[src/rtl/snn_apb_csr.sv]
// snn_apb_csr: APB slave CSR block for the SNN core.
// Decodes APB transfers into core configuration (enable, threshold, leak).
// Exposes status, a saturating spike counter and a sticky interrupt.
// Completion is delayed by WAIT_STATES access cycles with pready low.
// Optional: define SNN_APB_PSLVERR_EN to add the pslverr output.
//
// state | meaning
// IDLE  | no transfer; waiting for an APB setup phase
// WAIT  | access phase, pready low, counting down wait states
// DONE  | pready high for one cycle; a write commits on the closing edge
module snn_apb_csr #(
    parameter int          ADDR_W      = 8,
    parameter int          WAIT_STATES = 0,
    parameter int          CNT_W       = 32,
    parameter logic [15:0] THRESH_RST  = 16'h0100
) (
    input  logic              clk,
    input  logic              rst_n,
    input  logic              psel,
    input  logic              penable,
    input  logic              pwrite,
    input  logic [ADDR_W-1:0] paddr,
    input  logic [31:0]       pwdata,
    output logic [31:0]       prdata,
    output logic              pready,
`ifdef SNN_APB_PSLVERR_EN
    output logic              pslverr,
`endif
    output logic              snn_enable,
    output logic              snn_soft_clr,
    output logic [15:0]       snn_threshold,
    output logic [7:0]        snn_leak,
    input  logic              snn_busy,
    input  logic              spike_in,
    output logic              irq
);

    typedef enum logic [1:0] {IDLE, WAIT, DONE} state_t;

    localparam logic [ADDR_W-1:0] A_CTRL    = ADDR_W'(8'h00);
    localparam logic [ADDR_W-1:0] A_THRESH  = ADDR_W'(8'h04);
    localparam logic [ADDR_W-1:0] A_LEAK    = ADDR_W'(8'h08);
    localparam logic [ADDR_W-1:0] A_STATUS  = ADDR_W'(8'h0C);
    localparam logic [ADDR_W-1:0] A_SPIKE   = ADDR_W'(8'h10);
    localparam logic [ADDR_W-1:0] A_IRQ_CLR = ADDR_W'(8'h14);
    localparam logic [ADDR_W-1:0] A_LIMIT   = ADDR_W'(8'h18);

    // Loaded on entry to WAIT; a zero-wait build never enters WAIT.
    localparam logic [3:0] WAIT_LOAD = 4'((WAIT_STATES > 0) ? WAIT_STATES - 1 : 0);

    state_t            state_q;
    logic [3:0]        wait_cnt_q;
    logic [ADDR_W-1:0] addr_q;
    logic              wr_q;
    logic [31:0]       wdata_q;
    logic              pready_q;
    logic [31:0]       prdata_q;

    logic              ctrl_en_q;
    logic              ctrl_ie_q;
    logic [15:0]       thresh_q;
    logic [7:0]        leak_q;
    logic [CNT_W-1:0]  cnt_q;
    logic [CNT_W-1:0]  limit_q;
    logic              irq_pend_q;
    logic              soft_clr_q;

    logic              commit;
    logic              irq_set;
    logic              irq_clr;

    // Read data mux; the caller chooses the live or latched address so a
    // zero-wait read can load prdata on the same edge that latches paddr.
    function automatic logic [31:0] rd_mux(input logic [ADDR_W-1:0] a);
        logic [31:0] r;
        r = '0;
        case (a)
            A_CTRL:   r = {29'b0, ctrl_ie_q, 1'b0, ctrl_en_q};
            A_THRESH: r = {16'b0, thresh_q};
            A_LEAK:   r = {24'b0, leak_q};
            A_STATUS: r = {30'b0, irq_pend_q, snn_busy};
            A_SPIKE:  r = 32'(cnt_q);
            A_LIMIT:  r = 32'(limit_q);
            default:  r = '0;
        endcase
        return r;
    endfunction

`ifdef SNN_APB_PSLVERR_EN
    logic pslverr_q;

    // Unmapped address, or a write aimed at a read-only register.
    function automatic logic is_err(input logic [ADDR_W-1:0] a, input logic w);
        logic mapped;
        mapped = (a == A_CTRL) || (a == A_THRESH) || (a == A_LEAK) ||
                 (a == A_STATUS) || (a == A_SPIKE) || (a == A_IRQ_CLR) ||
                 (a == A_LIMIT);
        return !mapped || (w && ((a == A_STATUS) || (a == A_SPIKE)));
    endfunction

    assign pslverr = pslverr_q;
`endif

    assign commit  = (state_q == DONE) && wr_q;
    assign irq_set = (limit_q != '0) && (cnt_q >= limit_q);
    assign irq_clr = commit && (addr_q == A_IRQ_CLR) && wdata_q[0];

    // Transfer FSM with registered pready/prdata (and pslverr).
    always_ff @(posedge clk or negedge rst_n) begin
        if (!rst_n) begin
            state_q    <= IDLE;
            wait_cnt_q <= '0;
            addr_q     <= '0;
            wr_q       <= 1'b0;
            wdata_q    <= '0;
            pready_q   <= 1'b0;
            prdata_q   <= '0;
`ifdef SNN_APB_PSLVERR_EN
            pslverr_q  <= 1'b0;
`endif
        end else begin
            case (state_q)
                IDLE: begin
                    pready_q <= 1'b0;
                    prdata_q <= '0;
`ifdef SNN_APB_PSLVERR_EN
                    pslverr_q <= 1'b0;
`endif
                    if (psel && !penable) begin
                        addr_q  <= paddr;
                        wr_q    <= pwrite;
                        wdata_q <= pwdata;
                        if (WAIT_STATES == 0) begin
                            state_q  <= DONE;
                            pready_q <= 1'b1;
                            prdata_q <= pwrite ? 32'h0 : rd_mux(paddr);
`ifdef SNN_APB_PSLVERR_EN
                            pslverr_q <= is_err(paddr, pwrite);
`endif
                        end else begin
                            state_q    <= WAIT;
                            wait_cnt_q <= WAIT_LOAD;
                        end
                    end
                end
                WAIT: begin
                    if (!psel) begin
                        state_q <= IDLE;
                    end else if (wait_cnt_q == 4'd0) begin
                        state_q  <= DONE;
                        pready_q <= 1'b1;
                        prdata_q <= wr_q ? 32'h0 : rd_mux(addr_q);
`ifdef SNN_APB_PSLVERR_EN
                        pslverr_q <= is_err(addr_q, wr_q);
`endif
                    end else begin
                        wait_cnt_q <= wait_cnt_q - 4'd1;
                    end
                end
                default: begin
                    state_q  <= IDLE;
                    pready_q <= 1'b0;
                    prdata_q <= '0;
`ifdef SNN_APB_PSLVERR_EN
                    pslverr_q <= 1'b0;
`endif
                end
            endcase
        end
    end

    // Configuration registers, write commit and soft-clear pulse.
    always_ff @(posedge clk or negedge rst_n) begin
        if (!rst_n) begin
            ctrl_en_q  <= 1'b0;
            ctrl_ie_q  <= 1'b0;
            thresh_q   <= THRESH_RST;
            leak_q     <= 8'h01;
            limit_q    <= '0;
            soft_clr_q <= 1'b0;
        end else begin
            soft_clr_q <= commit && (addr_q == A_CTRL) && wdata_q[1];
            if (commit) begin
                case (addr_q)
                    A_CTRL: begin
                        ctrl_en_q <= wdata_q[0];
                        ctrl_ie_q <= wdata_q[2];
                    end
                    A_THRESH: thresh_q <= wdata_q[15:0];
                    A_LEAK:   leak_q   <= wdata_q[7:0];
                    A_LIMIT:  limit_q  <= wdata_q[CNT_W-1:0];
                    default:  ;
                endcase
            end
        end
    end

    // Saturating spike counter; the soft-clear pulse beats a same-cycle spike.
    always_ff @(posedge clk or negedge rst_n) begin
        if (!rst_n) begin
            cnt_q <= '0;
        end else if (soft_clr_q) begin
            cnt_q <= '0;
        end else if (spike_in && ctrl_en_q && (cnt_q != '1)) begin
            cnt_q <= cnt_q + 1'b1;
        end
    end

    // Sticky interrupt; a set condition overrides a same-cycle clear.
    always_ff @(posedge clk or negedge rst_n) begin
        if (!rst_n) begin
            irq_pend_q <= 1'b0;
        end else if (irq_set) begin
            irq_pend_q <= 1'b1;
        end else if (irq_clr) begin
            irq_pend_q <= 1'b0;
        end
    end

    assign pready        = pready_q;
    assign prdata        = prdata_q;
    assign snn_enable    = ctrl_en_q;
    assign snn_soft_clr  = soft_clr_q;
    assign snn_threshold = thresh_q;
    assign snn_leak      = leak_q;
    assign irq           = irq_pend_q & ctrl_ie_q;

endmodule

[config.mk]
export PLATFORM = sky130hd
export DESIGN_NAME = snn_apb_csr
export DESIGN_NICKNAME = d
export VERILOG_FILES = /design/src/rtl/snn_apb_csr.sv
export SDC_FILE = /design/constraint.sdc
export NUM_CORES = 1
export LEC_CHECK = 0
export ABC_AREA = 0
export BUFFER_PORTS_ARGS = -buffer_cell sky130_fd_sc_hd__buf_2
export CAP_MARGIN = 5
export CORE_MARGIN = 2
export CORE_UTILIZATION = 60
export CTS_CLUSTER_DIAMETER = 80
export CTS_CLUSTER_SIZE = 14
export DETAILED_ROUTE_END_ITERATION = 6
export PLACE_DENSITY = 0.83
export SYNTH_ARGS = -nofsm -noshare
export SYNTH_HDL_FRONTEND = slang
export SYNTH_SLANG_ARGS = --single-unit
[constraint.sdc]
create_clock -name clk -period 4.68 [get_ports clk]
set_input_delay 0.468 -clock clk [delete_from_list [all_inputs] [get_ports clk]]
set_output_delay 0.468 -clock clk [all_outputs]
set_load 0.01 [all_outputs]
-- Word level (Yosys, flattened, before mapping)
Index checks and enable logic that the tools add are counted.
- add/subtract/negate cells: 2
- order comparisons: 1
- equality and inequality tests: 18
- multiplexer cells: 20
- bitwise logic cells: 2
- reduce and logical (&&, ||, !) cells: 25
- operators with widths (cell ; count):
    $pmux 32 s6 ; 2
    $mux 32 ; 7
    $pmux 32 s2 ; 1
    $eq 8x5->1 const B ; 5
    $add 32x1->32 const B ; 1
    $eq 8x4->1 const B ; 4
    $ge 32x32->1 ; 1
    $ne 32x32->1 const B ; 1
    $reduce_bool 32->1 ; 1
    $eq 8x3->1 const B ; 2
    $logic_not 8->1 ; 2
    $reduce_and 2->1 ; 7
    $logic_and 1x1->1 ; 9
    $mux 2 ; 3
    $ne 2x2->1 const B ; 3
    $mux 1 ; 5
    $logic_not 4->1 ; 1
    $pmux 2 s2 ; 1
    $reduce_bool 2->1 ; 2
    $sub 4x1->4 const B ; 1
    $ne 3x3->1 const B ; 1
    $reduce_and 3->1 ; 1
    $eq 2x1->1 const B ; 1
    $eq 2x2->1 const B ; 1
    other kinds (5) ; 5
- flip-flop bits (word level): 172

-- Longest topological paths before layout
- depth after elaboration: 6
- mapped depth: 8

-- Worst setup path before layout
OpenSTA, ideal clock, no wires.
- path type: input to register
- from: in paddr[0]
- to: reg prdata_q[6], in the netlist prdata[6]
- data arrival time: 1.939 ns
- path slack: 2.663 ns
- stages on the path: 6
- path buffers: 1
- path through: or4_1 > nor3_1 > and3b_1 > buf_2 > a22oi_1 > a21oi_1
- word-level cells in the longest chain between the ends: 5
- elaborated cells on any way between the ends: 10
- RTL lines (element ; RTL line ; RTL):
    start: declaration ; 22 ; input logic [ADDR_W-1:0] paddr,
    $eq 8x5->1, or another cell as far along ; 77 ; case (a)
    $pmux 32 s6 (*) ; 77 ;
    $mux 32 (*) ; 136 ; prdata_q <= pwrite ? 32'h0 : rd_mux(paddr);
    $mux 32 (*) ; 129 ; if (psel && !penable) begin
    $pmux 32 s2 (*) ; 122 ; case (state_q)
    end signal: assignment ; 136 ;
    end signal: assignment ; 152 ; prdata_q <= wr_q ? 32'h0 : rd_mux(addr_q);
    end: declaration ; 57 ; logic [31:0] prdata_q;
Mark *: on every way between the ends. The rest lies on a longest branch, timed or not.
A chain may end at the register's enable or synchronous reset.

-- Worst setup path in the final report
- from: reg addr_q[5]
- to: reg limit_q[3]
- word-level cells in the longest chain between the ends: 2
- RTL lines (element ; RTL line ; RTL):
    start: declaration ; 53 ; logic [ADDR_W-1:0] addr_q;
    start signal: assignment ; 130 ; addr_q <= paddr;
    $eq 8x5->1 ; 184 ; case (addr_q)
    $reduce_and 2->1 (no line) ; -- ;
    end signal: assignment ; 191 ; A_LIMIT: limit_q <= wdata_q[CNT_W-1:0];
    end: declaration ; 64 ; logic [CNT_W-1:0] limit_q;
No other way between the ends.

==> flow_summary.yaml <==
clock_tree:
  cts_max_path_buffers: 2
  cts-root-buf: "clkbuf_16"
  clock_latency_ps: 430
  cts_tree: "built"
  holdBufCountCts: 0
  numCtsBuffers: 17
  post-cts-setup-buffers: 0
  clk_pin_slew_worst_paths_ps: 60
  cts.sinks: 167
  cts_resized: 0
  cts.htree.levels: 4
timing:
  finClkSkew_ps: 8.061
  fin_crit_sh: 0.5927
  hold_viol_final: 0
  slew_headroom: 0.1023
  fin_crit_ps: 2774
  rsz0062_at_grt: "false"
  max_clock_freq_mhz: 360.5
  worst_pin_slew_ps: 1347
  finalMaxSlewViolations: 0
  finalSetupViolations: 0
  fin_setup_tns_ps: 0
floorplan:
  num_rows: 42
  initial_core_util: 0.6094
  core_sq_mm: 0.01309
  die_w_um: 119.3
  ios: 107
  die-area_sq_mm: 0.01423
  dieHeight_um: 119.3
power:
  ir_worst_vdd_mv: 0.3256
  p_per_area_mw_per_mm2: 379.4
  leakage_nw: 4.385
synth:
  synth-edff-count: 0
  async_flop_share: 1.000
  synthMostInstantiatedCell: "dfrtp_1"
  synth-main-ff-cell: "dfrtp_1"
  synth_area_sq_mm: 0.007974
  yosysTopAreaCellShare: 0.5178
  synthTopCellsByArea: "dfrtp_1 (52%), mux2_2 (14%), ha_1 (5.2%), a22oi_1 (2.7%), a21oi_1 (2.5%)"
  syn_avg_cell_area_sq_um: 11.73
  synth_largest_area_cell: "dfrtp_1"
  syn_nets: 760
  synthCells: 680
  yosys_warnings: 0
  ys_types: 56
  synth_common_cells: "dfrtp_1 (165), mux2_2 (102), nor2_1 (42)"
  ys_ff_latch: 167
  seq_area_frac_synth: 0.5244
final_layout:
  drive_gt1_frac: 0.3388
  fin_area_sq_mm: 0.009364
  n_antenna_cell: 0
  area_growth_pct: 17.43
  post-route-util: 0.7156
  layout.nets: 861
setup_path:
  required_ps: 5000
  cp_slowest_cell: "nand4_1"
  end_kind: "register"
  r2r-end: "limit_q[3]"
  crit_fanout: 17
  reg2reg_depth: 4
  crit_path_max_incr_delay_ps: 920
  path_class: "register to register"
  start_kind: "register"
  r2r_setup_slack_ps: 1910
  worstPathArrival_ps: 3090
  reg2reg_from: "addr_q[5]"
  path_cells: "nor4_1 -> nand4_1 -> buf_4 -> mux2_2"
drt:
  drt-total-wl_um: 18940
  ant_nets: 0
  drt_iter0_drc: 410
  vias: 5992
  wl_per_cell_um: 19.53
  drc: 0
  drt_first_pass_iters: 5
  avgViaCountPerCell: 6.177
flow_run:
  maxCapViolCount: 0
place:
  placed_cell_area_sq_mm: 0.008635
  place_congestion: 0.8697
  dp_hpwl_um: 12340
  portBuffers: 106
global_route:
  track_usage: 0.2807
  grt_pass1_wl_um: 31300
  grt_overflow_total: 0
  grt_pass1_vias: 6256
  grt_max_degree: 79
  antenna_found_initial: 0
status:
  status: "finished, final reports clean"
worst_hold_path:
  holdCritPathClass: "primary input to async pin"
-- worst max-delay path: cells and delay by family (launching register included) --
kind	cells	cell delay, ps
DFF	1	380
buffers and inverters	1	570
muxes	1	320
and+or+nand+nor	2	1390
-- layout by cell type, fill, tap and decap left out, types with 3 or more instances in the layout --
cell	n
bufinv_16	7
a221o_1	3
xor2_1	6
nand3_1	15
and4_1	8
nand2_1	29
clkinv_2	3
buf_2	105
a21oi_1	40
and4_4	3
buf_4	5
inv_1	36
nor4_1	10
a22oi_1	29
nor2_1	42
or3_1	16
mux2_2	102
clkbuf_16	17
o21ai_0	25
nor3_1	4
and2_1	6
nand4_1	12
a222oi_1	8
nor2b_1	5
and3_1	5
o211ai_1	3
xnor2_1	4
dfrtp_1	165
ha_1	33
or4_1	5
-- metal layers --
metal	wire [um]	share of wire	GRT usage
met1	7541	0.40	0.3442
met2	9731	0.51	0.4734
met3	1252	0.066	0.07423
met4	416	0.022	0.1138
met5	0	0	0
-- how the worst max path moves through the flow --
stage / from / end / slack, ps
2_1_floorplan: paddr[0] / prdata[6] / 2660
6_report: addr_q[5] / limit_q[3] / 1910
4_1_cts: addr_q[5] / limit_q[3] / 1880
3_5_place_dp: paddr[0] / prdata[10] / 1740
3_3_place_gp: paddr[0] / prdata[13] / 1930
5_1_grt: state_q[1] / limit_q[3] / 1750
-- report_power, final --
group | internal [W] | total, W | switching, W
registers | 0.00154 | 0.00162 | 0.0000824
clock network | 0.00108 | 0.00166 | 0.000576
logic | 0.000141 | 0.000277 | 0.000136
-- sequential cells by signal (all words and copies together), names as in the netlist --
name / flops
irq_pend_q: 1
ctrl_ie_q: 1
pready: 1
wr_q: 1
addr_q: 8
prdata: 32
snn_leak: 8
snn_enable: 1
wdata_q: 32
cnt_q: 32
snn_soft_clr: 1
state_q: 1
limit_q: 32
snn_threshold: 16
-- final cells by class --
cell class	count	area [sq um]
Clock buffer	19	452.9
Clock inverter	13	249.0
Fill cell	882	3721
Inverter	36	135.1
Multi-Input combinational cell	447	3523
Sequential cell	167	4182
Tap cell	176	220.2
Timing Repair Buffer	112	601.8
-- cells by family after synthesis --
group	after synthesis	share of synthesized area
and+or+nand+nor	179	0.1296
DFF	167	0.5244
AOI/OAI and AO/OA	121	0.1007
muxes	104	0.1481
buffers and inverters	66	0.03436
adders and majority gates	33	0.05178
xor gates and xnor gates	10	0.01098
-- per-stage QoR --
step / hold WS [ps] / std cells / total power (W) / setup slack, ps
global placement: 462.0 / 937 / 0.001893 / 1932
finish: 54.83 / 970 / 0.003552 / 1906
floorplan: 172.4 / 680 / 0.001786 / 2663
global route: 122.5 / 970 / 0.003664 / 1748
detailed placement: 491.3 / 937 / 0.001912 / 1744
CTS: 82.09 / 969 / 0.003568 / 1885
Power figures use the tool's default switching activity.
